`src/rtl/rsa_operand_fetch.sv`:
```
// Operand fetch for the RSA core: streams key, modulus and message words out of the
// operand SRAM, LSW first, through a 2-entry FIFO that hides the SRAM read latency.

module rsa_operand_fetch_chk (
   input logic       clk,
   input logic       rst,
   input logic       push,
   input logic       pop,
   input logic [1:0] count
);
   // A push into a full FIFO without a matching pop would lose a word.
   a_no_overflow: assert property (@(posedge clk) disable iff (rst) !(push && !pop && (count == 2'd2)));
   a_count_bound: assert property (@(posedge clk) disable iff (rst) (count <= 2'd2));
endmodule

module rsa_operand_fetch #(
   parameter int ADDR_W   = 8,
   parameter int DATA_W   = 32,
   parameter int WORDS    = 64,
   parameter int MSG_BASE = 0,
   parameter int KEY_BASE = 64,
   parameter int N_BASE   = 128
) (
   input  logic              clk,
   input  logic              rst,
   input  logic              start,
   output logic              busy,
   output logic              done,
   output logic              sram_en,
   output logic [ADDR_W-1:0] sram_addr,
   input  logic [DATA_W-1:0] sram_data,
   output logic              out_valid,
   input  logic              out_ready,
   output logic [DATA_W-1:0] out_data,
   output logic [1:0]        out_sel,
   output logic [5:0]        out_idx,
   output logic              out_last
);
   localparam int IDX_W = 6;
   localparam logic [IDX_W-1:0] LAST_IDX = IDX_W'(WORDS - 1);

   typedef enum logic [1:0] {
      S_IDLE  = 2'd0,
      S_FETCH = 2'd1,
      S_DRAIN = 2'd2,
      S_DONE  = 2'd3
   } state_t;

   state_t              state_q, state_d;
   logic [1:0]          sel_q, sel_d;
   logic [IDX_W-1:0]    idx_q, idx_d;
   logic [ADDR_W-1:0]   addr_hold_q, addr_hold_d;
   logic                inflight_q, inflight_d;
   logic [1:0]          pipe_sel_q, pipe_sel_d;
   logic [IDX_W-1:0]    pipe_idx_q, pipe_idx_d;
   logic [DATA_W-1:0]   f_data_q [2];
   logic [DATA_W-1:0]   f_data_d [2];
   logic [1:0]          f_sel_q [2];
   logic [1:0]          f_sel_d [2];
   logic [IDX_W-1:0]    f_idx_q [2];
   logic [IDX_W-1:0]    f_idx_d [2];
   logic                wr_ptr_q, wr_ptr_d;
   logic                rd_ptr_q, rd_ptr_d;
   logic [1:0]          count_q, count_d;
   logic                busy_q, busy_d;
   logic                done_q, done_d;

   logic                push_s, pop_s, issue_s, last_issue_s;
   logic [2:0]          occ_s;
   logic [ADDR_W-1:0]   base_s, cur_addr_s;

   // Issue decision: at most two words may be held between the SRAM pipe and the FIFO.
   always_comb begin
      pop_s        = (count_q != 2'd0) && out_ready;
      push_s       = inflight_q;
      occ_s        = {1'b0, count_q} + {2'b00, inflight_q} - {2'b00, pop_s};
      issue_s      = (state_q == S_FETCH) && (occ_s < 3'd2);
      last_issue_s = issue_s && (sel_q == 2'd2) && (idx_q == LAST_IDX);
      case (sel_q)
         2'd0:    base_s = ADDR_W'(KEY_BASE);
         2'd1:    base_s = ADDR_W'(N_BASE);
         default: base_s = ADDR_W'(MSG_BASE);
      endcase
      cur_addr_s = base_s + ADDR_W'(idx_q);
   end

   // Sequencer: operand/word counters and the IDLE-FETCH-DRAIN-DONE state machine.
   always_comb begin
      state_d     = state_q;
      sel_d       = sel_q;
      idx_d       = idx_q;
      inflight_d  = issue_s;
      pipe_sel_d  = pipe_sel_q;
      pipe_idx_d  = pipe_idx_q;
      addr_hold_d = addr_hold_q;
      if (issue_s) begin
         addr_hold_d = cur_addr_s;
         pipe_sel_d  = sel_q;
         pipe_idx_d  = idx_q;
      end else begin
         addr_hold_d = addr_hold_q;
      end
      case (state_q)
         S_IDLE: begin
            if (start) begin
               state_d = S_FETCH;
               sel_d   = 2'd0;
               idx_d   = {IDX_W{1'b0}};
            end else begin
               state_d = S_IDLE;
            end
         end
         S_FETCH: begin
            if (issue_s) begin
               if (idx_q == LAST_IDX) begin
                  idx_d = {IDX_W{1'b0}};
                  sel_d = sel_q + 2'd1;
               end else begin
                  idx_d = idx_q + {{(IDX_W-1){1'b0}}, 1'b1};
               end
            end else begin
               idx_d = idx_q;
            end
            if (last_issue_s) begin
               state_d = S_DRAIN;
            end else begin
               state_d = S_FETCH;
            end
         end
         S_DRAIN: begin
            // Leave on the edge that empties the pipeline so done trails the last handshake by one cycle.
            if ((count_d == 2'd0) && !inflight_d) begin
               state_d = S_DONE;
            end else begin
               state_d = S_DRAIN;
            end
         end
         S_DONE:  state_d = S_IDLE;
         default: state_d = S_IDLE;
      endcase
      busy_d = (state_d != S_IDLE);
      done_d = (state_d == S_DONE);
   end

   // Output FIFO bookkeeping: write returning SRAM data, advance pointers on push/pop.
   always_comb begin
      f_data_d = f_data_q;
      f_sel_d  = f_sel_q;
      f_idx_d  = f_idx_q;
      if (push_s) begin
         f_data_d[wr_ptr_q] = sram_data;
         f_sel_d[wr_ptr_q]  = pipe_sel_q;
         f_idx_d[wr_ptr_q]  = pipe_idx_q;
      end else begin
         f_data_d = f_data_q;
      end
      wr_ptr_d = wr_ptr_q ^ push_s;
      rd_ptr_d = rd_ptr_q ^ pop_s;
      count_d  = count_q + {1'b0, push_s} - {1'b0, pop_s};
   end

   // State register with synchronous reset; a reset discards FIFO contents and any read in flight.
   always_ff @(posedge clk) begin
      if (rst) begin
         state_q     <= S_IDLE;
         sel_q       <= 2'd0;
         idx_q       <= {IDX_W{1'b0}};
         addr_hold_q <= {ADDR_W{1'b0}};
         inflight_q  <= 1'b0;
         pipe_sel_q  <= 2'd0;
         pipe_idx_q  <= {IDX_W{1'b0}};
         f_data_q    <= '{default: '0};
         f_sel_q     <= '{default: '0};
         f_idx_q     <= '{default: '0};
         wr_ptr_q    <= 1'b0;
         rd_ptr_q    <= 1'b0;
         count_q     <= 2'd0;
         busy_q      <= 1'b0;
         done_q      <= 1'b0;
      end else begin
         state_q     <= state_d;
         sel_q       <= sel_d;
         idx_q       <= idx_d;
         addr_hold_q <= addr_hold_d;
         inflight_q  <= inflight_d;
         pipe_sel_q  <= pipe_sel_d;
         pipe_idx_q  <= pipe_idx_d;
         f_data_q    <= f_data_d;
         f_sel_q     <= f_sel_d;
         f_idx_q     <= f_idx_d;
         wr_ptr_q    <= wr_ptr_d;
         rd_ptr_q    <= rd_ptr_d;
         count_q     <= count_d;
         busy_q      <= busy_d;
         done_q      <= done_d;
      end
   end

   // Output mapping; the address bus shows the last issued address between reads.
   always_comb begin
      sram_en   = issue_s;
      sram_addr = issue_s ? cur_addr_s : addr_hold_q;
      busy      = busy_q;
      done      = done_q;
      out_valid = (count_q != 2'd0);
      out_data  = f_data_q[rd_ptr_q];
      out_sel   = f_sel_q[rd_ptr_q];
      out_idx   = f_idx_q[rd_ptr_q];
      out_last  = out_valid && (f_idx_q[rd_ptr_q] == LAST_IDX);
   end

   rsa_operand_fetch_chk u_chk (
      .clk   (clk),
      .rst   (rst),
      .push  (push_s),
      .pop   (pop_s),
      .count (count_q)
   );
endmodule

```
`config.mk`:
```
export PLATFORM = sky130hd
export DESIGN_NAME = rsa_operand_fetch
export DESIGN_NICKNAME = d
export VERILOG_FILES = /design/src/rtl/rsa_operand_fetch.sv
export SDC_FILE = /design/constraint.sdc
export NUM_CORES = 1
export LEC_CHECK = 0
export ABC_AREA = 1
export BUFFER_PORTS_ARGS = -buffer_cell sky130_fd_sc_hd__clkbuf_2
export CORE_MARGIN = 2
export CORE_UTILIZATION = 25
export DETAILED_ROUTE_END_ITERATION = 8
export PLACE_DENSITY = 0.51
export SKIP_CTS_REPAIR_TIMING = 1
export SYNTH_ARGS = -nofsm -noshare
export SYNTH_HDL_FRONTEND = slang
export SYNTH_HIERARCHICAL = 1
export SYNTH_SLANG_ARGS = --single-unit
```
`constraint.sdc`:
```
create_clock -name clk -period 6.4 [get_ports clk]
set_input_delay 0.32 -clock clk [delete_from_list [all_inputs] [get_ports clk]]
set_output_delay 0.32 -clock clk [all_outputs]
set_load 0.005 [all_outputs]
```
## After elaboration in Yosys (flattened, before gate mapping)

Cells that the tools add are included.

| storage, ports and cells | value |
|---|---|
| input bits | 36 |
| logic and storage cells | 92 |
| flip-flop bits (word level) | 113 |
| output and inout bits | 53 |

| operators by class | value |
|---|---|
| reduce and logical (&&, ||, !) cells | 16 |
| equal/unequal tests | 11 |
| magnitude comparators | 4 |
| add/subtract/negate cells | 7 |
| multiplexer cells | 32 |
| bitwise gates (word level) | 4 |

Operators with widths:

| kind | number |
|---|---|
| $mux 32 | 4 |
| $bwmux 64 | 1 |
| $mux 6 | 7 |
| $demux 32 s1 | 1 |
| $mux 2 | 8 |
| $pmux 8 s2 | 1 |
| $bwmux 12 | 1 |
| $eq 6x6->1 const B | 2 |
| $pmux 6 s2 | 1 |
| $add 8x6->8 | 1 |
| $eq 2x2->1 const B | 4 |
| $mux 8 | 1 |
| $pmux 2 s4 | 1 |
| $logic_and 1x1->1 | 7 |
| $add 6x1->6 const B | 1 |
| $demux 6 s1 | 1 |
| $logic_not 2->1 | 3 |
| $reduce_bool 2->1 | 3 |
| $bwmux 4 | 1 |
| $eq 2x1->1 const B | 2 |
| $ge 2x2->1 const B | 2 |
| $ne 2x2->1 const B | 2 |
| $not 1->2 | 2 |
| $pmux 2 s2 | 1 |
| 14 further kinds | 16 |

## Longest topological paths before layout

Gate-level depths: netlist of run 1.

| logic depth | value |
|---|---|
| depth after elaboration | 10 |
| mapped depth | 18 |
| depth with buffers taken out | 17 |

## Worst setup path before layout of run 1

OpenSTA, ideal clock, no wires.

| timing | value |
|---|---|
| kind | reg-to-output |
| start | register count_q[1] |
| end | output sram_addr[6] |
| setup slack | 3,872 ps |
| buffers on the path | 0 |
| required time | 6,080 ps |
| arrival | 2,208 ps |
| cell stages (with the launch flop) | 15 |
| cells stage by stage | dfxtp_1 nor2_1 inv_1 nand2_1 inv_1 ha_1 inv_1 ha_1 fa_1 inv_1 nand2_2 nor2_4 or2_2 o21ai_0 inv_1 |

| on the way | value |
|---|---|
| longest elaborated chain between the ends | 6 |
| elaborated cells between the ends (all ways) | 7 |
| those cells by class | 2 x add/sub; 1 x order compare; 1 x mux; 3 x reduce/logical |

Ends and longest elaborated chain:

| what | RTL line | text |
|---|---|---|
| from (decl) | 64 | `logic [1:0] count_q, count_d;` |
| from (signal assigned) | 193 | `count_q <= count_d;` |
| $reduce_bool 2->1 | -- |  |
| via out_valid | 32 | `output logic out_valid,` |
| $logic_and 1x1->1 | 74 | `pop_s = (count_q != 2'd0) && out_ready;` |
| $sub 3x1->3 | 76 | `occ_s = {1'b0, count_q} + {2'b00, inflight_q} - {2'b00, pop_s};` |
| $lt 3x2->1 | 77 | `issue_s = (state_q == S_FETCH) && (occ_s < 3'd2);` |
| $logic_and 1x1->1 | 77 |  |
| $mux 8 | -- |  |
| to (decl) | 30 | `output logic [ADDR_W-1:0] sram_addr,` |

The timed path passes the listed nets, and every way through them passes these cells.

## Worst setup path in the final report of run 1

| timing | value |
|---|---|
| start | register count_q[1] |
| end | output sram_addr[7] |

| on the way | value |
|---|---|
| longest elaborated chain between the ends | 6 |
| elaborated cells between the ends (all ways) | 7 |
| those cells by class | 2 x add/sub; 1 x order compare; 1 x mux; 3 x reduce/logical |

Ends and longest elaborated chain:

| what | RTL line |
|---|---|
| branches (longest 2 deep; another with $add 2x1->3) | -- |
| $sub 3x1->3 * | 76 |
| $lt 3x2->1 * | 77 |
| $logic_and 1x1->1 * | 77 |
| $mux 8 * | -- |

Mark *: on every way between the ends.

==> results of run 1 <==
-- layout make-up --
type / instances / area, um^2
inverters: 36 / 135
well taps: 234 / 293
repair buffers: 95 / 493
fillers: 2087 / 12700
flip-flops and latches: 113 / 2260
multi-input cells: 494 / 2130
clock buffers: 22 / 464
clock inverters: 9 / 133
-- logic make-up (layout without fill, tap and decap cells) --
kind of cell             after synthesis  after routing
AO/OA/AOI/OAI                        116            116
adder cells (fa/ha/maj)                9              9
buffers and inverters                 76            162
flip-flops                           113            113
AND/OR/NAND/NOR                      369            369
-- cells in the mapped netlist (2+ instances only) --
master / count
or2_2: 2
a21oi_1: 24
nand4_1: 3
clkbuf_1: 25
ha_1: 8
buf_6: 2
nor2_2: 2
nand2_1: 171
dfxtp_1: 113
nor2_1: 179
nand3_1: 5
buf_2: 12
nand2_2: 4
inv_2: 2
inv_1: 34
o21ai_0: 92
-- sequential cells by signal (all words and copies together) (netlist names), 4 cells and up --
signal	count
f_idx_q	12
f_data_q	64
pipe_idx_q	6
f_sel_q	4
idx_q	6
addr_hold_q	8
-- critical path, cell delays in order (launching register included) --
cell      delay (ns)
dfxtp_1         0.34
nor2_1          0.11
inv_1           0.07
nand2_1         0.09
inv_1           0.05
ha_1            0.26
inv_1           0.04
ha_1            0.18
fa_1            0.50
inv_1           0.11
nand2_2         0.07
nor2_4          0.28
or2_2           0.17
o21ai_0         0.10
inv_1           0.07
clkbuf_2        0.10
-- where the power goes --
part	leakage (nW)	internal, mW	switching (mW)	total (mW)
Combinational	1.75	0.197	0.374	0.571
Clock	0.286	0.630	0.326	0.956
Sequential	0.917	0.807	0.0531	0.860
Total	2.95	1.63	0.753	2.39
-- layer usage --
metal / vias up / global-route usage [%] / wire (um)
met5: - / 0 / 0
met1: 1948 / 17.0 / 6080
met2: 82 / 21.2 / 5820
met4: 0 / 4.05 / 172
met3: 14 / 4.62 / 602
li1: 2288 / - / -
-- path summary, 6_finish.rpt --
kind,endpoint,startpoint,slack [ns],cells past startpoint
max,sram_addr[7],count_q[1],3.14,15
min,f_data_q[37],sram_data[5],0.15,3
max reg2reg,sel_q[1],count_q[1],3.75,14
min reg2reg,f_idx_q[2],f_idx_q[2],0.45,2
==> metrics.csv, run 1 <==
metric,value,unit
synth_compound_area_share,12.3,%
synth-async-reset-ratio,0,%
grt_pass1_vias,4130,
holdWs,0.149,ns
n_antenna_cell,0,
holdCritPathClass,input port to flip-flop,
end_kind,output port,
finalSetupTns,0,ns
grt_usage,13.3,%
dpl_worst_slack,3.53,ns
ys_seq_area_share,48.0,%
hpwlAfterDp,7860,um
placed_cells,972,
synth_fp_nets,728,
syn2layout_area_growth,25.5,%
rsz0062_at_grt,no,
io_pins,89,
grt_max_degree,82,
synthAdderAreaFrac,2.55,%
clock_latency,0.41,ns
fin_ws,3.14,ns
wire_per_inst,12.6,um
startpoint_type,flip-flop,
fin_util,31.8,%
grt_pass1_wl,20900,um
fin_skew,0.0139,ns
ys_warn_count,6,
fp.coreArea,18600,um^2
synth_top_family_by_area,simple AND/OR/NAND/NOR gates,
antenna_found_initial,0,
cts.path.max_buffers,2,
nNetsFinal,802,
routed_wl,12700,um
power,2.39,mW
place_area,5310,um^2
outcome,finished clean,
powerDensity,404,nW/um^2
final_hold_viol_count,0,
chipHeight,141,um
avgViaCountPerCell,4.32,
rows,50,
synth.area.mux_share,0,%
final_cell_mix,"179 x nor2_1, 171 x nand2_1, 113 x dfxtp_1",
synth-edff-count,0,
grt_overflow,0,
crit_type,flip-flop to output port,
portBuffers,88,
layout_commonest_cell,nor2_1,
netlist_top_cells_area,"dfxtp_1 48%, nor2_1 14%, nand2_1 14%",
dieArea,19900,um^2
layoutNonFillerInstCount,1003,
die_w,141,um
cts.sinks,113,
routabilityCongestion,0.762,
clkTransAtPathRegs,0.06,ns
slew_headroom,44.9,%
ir_drop,0.176,mV
max_freq,306,MHz
postRouteAntennaNets,0,
critPathArrivalTime,2.94,ns
synth_top_area_cell,dfxtp_1,
cts_root_buffer,clkbuf_16,
max_cap_violations,0,
setup_viol,0,
ys_ff_latch,113,
drc,0,
period_share,51.0,%
critPathRequiredTime,6.08,ns
finalMaxSlewViolations,0,
dr.pass1.iters,5,
p_leak,2.95,nW
ys_types,21,
fin_area,5910,um^2
vias,4332,
syn_area,4710,um^2
drive_gt1_share,17.6,%
synth_area_per_cell,6.89,um^2
cts_tree,yes,
ctsHtreeMaxLevel,4,
synth-simple-area-share,30.4,%
synth_xor_xnor_area_share,0,%
cts_buffers,17,
tightest_slew,0.825,ns
synth_flop_cell,dfxtp_1,
drtIter0Drc,198,
synthCells,683,
crit_fanout,15,
layout_min_cycle_time,3.26,ns
synth_top_area_share,48.0,%
start_util,25.3,%
Power figures use the tool's default switching activity.
==> run 2, diff against run 1 <==
Settings changed: PLACE_DENSITY 0.51 to 0.53.
Clock period 6.4 ns to 2.8 ns, I/O delays scaled along.
==> run 2 against run 1 <==
  * The flow now finishes with violations (hold timing)
  * Sequential share of layout area decreased by 3.1 points
  * Sequential cell count is the same
  * Die area did not move
  * Design area up 9.0%
  * Register-to-register slack got worse by 3.5 ns
  * Cell count is 5.2% higher
  * Combinational power rose to 3.1 times the previous value
  * Core utilization increased by 2.9 points
  * First-iteration DRC count grew 0.51%
  * Critical path depth is the same
  * Clock-buffer cell count is 4 higher
  * Critical path type unchanged
  * Largest cell class unchanged
  * Highest routed layer unchanged
==> metrics.csv, run 2 (same netlist as run 1, synthesis figures left out) <==
metric,value,unit,change
outcome,finished with violations,,
violations,hold timing,,
routabilityCongestion,0.801,,+5.1%
grt_usage,13.7,%,+0.39 points
grt_max_degree,59,,-28%
ctsHtreeMaxLevel,4,,unchanged
layoutNonFillerInstCount,1055,,+5.2%
chipHeight,141,um,unchanged
r2r_end,sel_q[0],,
vias,4554,,+5.1%
ir_drop,0.433,mV,+150%
cts_root_buffer,clkbuf_16,,
layout_min_cycle_time,2.79,ns,
top_register,f_data_q,,
reg2reg_from,count_q[1],,
drc,0,,unchanged
cts_tree,yes,,
max_cap_violations,0,,unchanged
fin_skew,0.00853,ns,-0.00534 ns
placed_cells,978,,+0.62%
grt_overflow,0,,unchanged
cp_cell_sequence,"nor2_1, inv_1, nand2_2, inv_2, ha_4, inv_2, ha_4, fa_2, inv_2, nand2_2, nor2_4, buf_6, nand2_4, nand2_2, clkbuf_2",,
tightest_slew,0.569,ns,-0.256 ns
start_util,25.3,%,unchanged
syn2layout_area_growth,36.8,%,
rsz0062_at_grt,yes,,
hpwlAfterDp,8120,um,+3.3%
cpPeakStageDelay,0.47,ns,-0.03 ns
dr.pass1.iters,4,,-1
rrSetupSlack,0.25,ns,-3.50 ns
powerDensity,876,nW/um^2,+120%
final_hold_viol_count,4,,+4
fp.coreArea,18600,um^2,unchanged
end_kind,output port,,
slew_headroom,62.0,%,+17 points
cp_slowest_cell,fa_2,,
holdCritPathClass,input port to flip-flop,,
p_leak,3.22,nW,+9.1%
critPathArrivalTime,2.65,ns,-0.29 ns
crit_type,flip-flop to output port,,
max_freq,358,MHz,
rows,50,,unchanged
grt_pass1_vias,4227,,+2.3%
n_antenna_cell,0,,unchanged
cts.path.max_buffers,2,,unchanged
reg2reg_depth,16,,+2
grt_pass1_wl,21300,um,+1.9%
layout_commonest_cell,nor2_1,,
portBuffers,88,,unchanged
hp-start,sram_data[10],,
clkTransAtPathRegs,0.05,ns,about the same
period_share,99.7,%,
dpl_worst_slack,0.204,ns,-3.32 ns
final_cell_mix,"179 x nor2_1, 159 x nand2_1, 112 x dfxtp_1",,
postRouteAntennaNets,0,,unchanged
antenna_found_initial,0,,unchanged
finalSetupTns,0,ns,unchanged
wl_met3,599,um,-0.50%
holdWs,-0.00368,ns,-0.153 ns
setup_viol,0,,unchanged
avgViaCountPerCell,4.32,,about the same
largestRegisters,"f_data_q: 64 flops, f_idx_q: 12 flops, addr_hold_q: 8 flops",,
die_w,141,um,unchanged
crit_family,adder cells,,
filler_cell_count,2002,,-4.1%
largest_reg_flops,64,,unchanged
io_pins,89,,unchanged
finalMaxSlewViolations,0,,unchanged
wire_per_inst,12.5,um,-0.77%
min_to,f_data_q[10],,
drtIter0Drc,199,,+0.51%
fin_ws,0.00729,ns,-3.13 ns
routed_wl,13200,um,+4.4%
crit_fanout,7,,-8
startpoint_type,flip-flop,,
wl_met2,6080,um,+4.4%
critPathRequiredTime,2.66,ns,-3.42 ns
wl_met1,6360,um,+4.6%
top_layer,met4,,
cts.sinks,113,,unchanged
dieArea,19900,um^2,unchanged
drive_gt1_share,21.4,%,+3.9 points
cts_buffers,17,,unchanged
nNetsFinal,854,,+6.5%
whs_path_depth,3,,unchanged
path_buf_inv,6,,unchanged
clock_latency,0.42,ns,about the same
run 2: cell types whose count changed in the layout (fill, tap and decap cells not counted), sizes merged:
cell,before,now
bufinv,3,0
clkbuf,110,112
clkinv,5,3
inv,35,36
dlygate4sd3,0,29
buf,7,32
run 2: stage by stage:
step	total power, mW	utilization, %	instance area (um^2)
2_1_floorplan	2.87	-	4710
3_3_place_gp	3.38	28.9	5370
3_5_place_dp	3.40	28.9	5370
4_1_cts	5.33	31.7	5890
5_1_grt	6.02	34.7	6440
6_report	5.64	34.7	6440
run 2: worst max path at each step:
| stage | from | endpoint | slack [ns] | depth (start not counted) |
|---|---|---|---|---|
| finish | count_q[1] | sram_addr[3] | 0.007 | 15 |
| global route | count_q[1] | sram_addr[3] | -0.16 | 15 |
| CTS | count_q[1] | sram_addr[6] | -0.27 | 15 |
| detailed placement | count_q[1] | sram_addr[6] | 0.20 | 15 |
| global placement | count_q[1] | sram_addr[7] | 0.27 | 15 |
| floorplan | count_q[1] | sram_addr[6] | 0.45 | 14 |
run 2: cell type report:
type / instances / area (um^2) / area share (%)
clock inverters: 5 / 30.0 / 0.466
multi-input cells: 494 / 2240 / 34.7
well taps: 234 / 293 / 4.54
repair buffers: 147 / 996 / 15.5
flip-flops and latches: 113 / 2260 / 35.1
clock buffers: 26 / 489 / 7.59
inverters: 36 / 135 / 2.10
run 2: worst register-to-register path: cells and delay by family, from the launching register on:
family                     cells  cell delay (ns)
adders and majority gates      3             0.87
and+or+nand+nor                7             0.67
buffers and inverters          5             0.42
DFF                            1             0.32
AOI/OAI and AO/OA              1             0.17
run 2: per-layer routing:
metal | track usage (%) | vias up
met4 | 6.11 | 0
li1 | - | 2384
met3 | 3.80 | 15
met5 | 0 | -
met1 | 17.2 | 2054
met2 | 21.9 | 101
run 2: power breakdown:
part           total (mW)  internal [mW]  switching [mW]
Clock                1.91           1.19           0.724
Sequential           1.97           1.85           0.122
Combinational        1.76          0.756            1.01
==> run 3, diff against run 2 <==
Settings changed: CELL_PAD_IN_SITES_DETAIL_PLACEMENT set to 1, CELL_PAD_IN_SITES_GLOBAL_PLACEMENT set to 2, CTS_BUF_LIST set to sky130_fd_sc_hd__clkbuf_8, PLACE_DENSITY 0.53 to 0.77.
Clock period 2.8 ns to 3.4 ns, I/O delays scaled along.
==> run 3 against run 2 <==
  * The run now ends clean
  * Largest cell class unchanged
  * Sequential share of layout area is 2.0 points higher
  * Clock-buffer cell count down 4
  * Power decreased by 26%
  * Sequential cell count unchanged
  * Core utilization fell by 1.9 points
  * Setup slack better by 0.24 ns
  * Combinational power down 32%
==> metrics.csv, run 3 (same netlist as run 1, synthesis figures left out) <==
metric,value,unit,change
cp_cell_sequence,"nor2_1, inv_1, nand2_1, inv_1, ha_1, inv_1, ha_1, fa_2, inv_1, nand2_2, nor2_4, or2_2, o21ai_1, inv_1, clkbuf_2",,
fp.coreArea,18600,um^2,unchanged
holdCritPathClass,input port to flip-flop,,
routabilityCongestion,0.761,,-5.0%
die_w,141,um,unchanged
critPathRequiredTime,3.23,ns,+0.57 ns
cpPeakStageDelay,0.58,ns,+0.11 ns
portBuffers,88,,unchanged
hpwlAfterDp,8780,um,+8.1%
dieArea,19900,um^2,unchanged
path_buf_inv,6,,unchanged
antenna_found_initial,0,,unchanged
cp_slowest_cell,fa_2,,
wire_per_inst,13.7,um,+9.6%
nNetsFinal,837,,-2.0%
reg2reg_depth,15,,-1
period_share,92.6,%,
n_antenna_cell,0,,unchanged
finalMaxSlewViolations,0,,unchanged
syn2layout_area_growth,29.3,%,
wl_met3,529,um,-12%
rsz0062_at_grt,no,,
cts_tree,yes,,
startpoint_type,flip-flop,,
grt_overflow,0,,unchanged
routed_wl,14300,um,+7.9%
io_pins,89,,unchanged
grt_max_degree,44,,-25%
grt_pass1_vias,4230,,+0.071%
top_register,f_data_q,,
dr.pass1.iters,4,,unchanged
powerDensity,689,nW/um^2,-21%
slew_headroom,49.7,%,-12 points
rows,50,,unchanged
drc,0,,unchanged
cts.sinks,113,,unchanged
cts_root_buffer,clkbuf_8,,
end_kind,output port,,
avgViaCountPerCell,4.37,,+1.2%
place_area,5320,um^2,-0.93%
fin_area,6090,um^2,-5.5%
largest_reg_flops,64,,unchanged
hp-start,sram_data[16],,
setup_viol,0,,unchanged
chipHeight,141,um,unchanged
fin_skew,0.0102,ns,+0.00168 ns
largestRegisters,"f_data_q: 64 flops, f_idx_q: 12 flops, addr_hold_q: 8 flops",,
crit_fanout,6,,-1
crit_family,adder cells,,
grt_pass1_wl,22300,um,+4.9%
vias,4538,,-0.35%
outcome,finished clean,,
top_layer,met4,,
tightest_slew,0.754,ns,+0.186 ns
whs_path_depth,3,,unchanged
clkTransAtPathRegs,0.07,ns,+0.02 ns
start_util,25.3,%,unchanged
finalSetupTns,0,ns,unchanged
filler_cell_count,2346,,+17%
cts_buffers,17,,unchanged
postRouteAntennaNets,0,,unchanged
critPathArrivalTime,2.98,ns,+0.33 ns
reg2reg_from,count_q[1],,
final_hold_viol_count,0,,-4
crit_type,flip-flop to output port,,
max_freq,318,MHz,
ctsHtreeMaxLevel,4,,unchanged
ir_drop,0.243,mV,-44%
r2r_end,sel_q[1],,
wl_met2,6700,um,+10%
rrSetupSlack,0.65,ns,+0.40 ns
critPathMostFrequentCell,inv_1,,
layout_commonest_cell,nor2_1,,
cts.path.max_buffers,2,,unchanged
drtIter0Drc,194,,-2.5%
clock_latency,0.43,ns,about the same
min_to,f_data_q[16],,
layout_min_cycle_time,3.15,ns,
final_cell_mix,"179 x nor2_1, 171 x nand2_1, 112 x dfxtp_1",,
drive_gt1_share,18.0,%,-3.4 points
max_cap_violations,0,,unchanged
grt_usage,14.3,%,+0.57 points
p_leak,3.03,nW,-5.9%
wl_met1,6900,um,+8.5%
-- run 3: cell count changes in the layout (fill, tap and decap cells not counted), sizes merged --
cell,change
buf,-22
dlygate4sd3,+2
bufinv,+3
clkinv,+2
clkbuf,-2
nor2,+1
-- run 3: how the worst max path moves through the flow --
stage                           from           end  cells after the start
final                     count_q[1]  sram_addr[7]                     15
after global routing      count_q[1]  sram_addr[6]                     15
after CTS                 count_q[1]  sram_addr[7]                     15
after detailed placement  count_q[1]  sram_addr[7]                     15
after global placement    count_q[1]  sram_addr[6]                     15
after floorplan           count_q[1]  sram_addr[6]                     14
-- run 3: cell type report --
type                       count  area (um^2)  share of cell area, %
clock buffer                  22          303                   4.97
clock inverter                10          130                   2.14
inverter                      36          135                   2.22
multi-input combinational    495         2140                   35.1
sequential                   113         2260                   37.2
tap                          234          293                   4.81
timing repair buffer         129          826                   13.6
-- run 3: worst min-delay path, delay by kind of cell --
family | cells | cell delay [ns]
buffers and inverters | 1 | 0.11
and+or+nand+nor | 2 | 0.13
-- run 3: stage by stage --
stage | instances | utilization (%) | setup slack (ns) | total power [mW] | hold slack (ns)
floorplan | 683 | - | 1.02 | 2.36 | 0.305
global placement | 973 | 28.6 | 0.676 | 2.76 | 0.417
detailed placement | 973 | 28.6 | 0.578 | 2.78 | 0.423
CTS | 1005 | 31.0 | 0.0781 | 4.19 | -0.0602
global route | 1039 | 32.8 | 0.0278 | 4.52 | 0.00314
finish | 1039 | 32.8 | 0.252 | 4.19 | 0.0234
-- run 3: metal layers --
| metal | vias up | global-route usage [%] |
|---|---|---|
| met1 | 2102 | 18.5 |
| li1 | 2348 | - |
| met4 | 0 | 4.68 |
| met2 | 77 | 23.3 |
| met3 | 11 | 3.53 |
| met5 | - | 0 |
-- run 3: where the power goes --
part           total (mW)  internal [mW]  switching (mW)
clock network        1.39          0.817           0.574
registers            1.62           1.52           0.100
logic                1.19          0.424           0.761
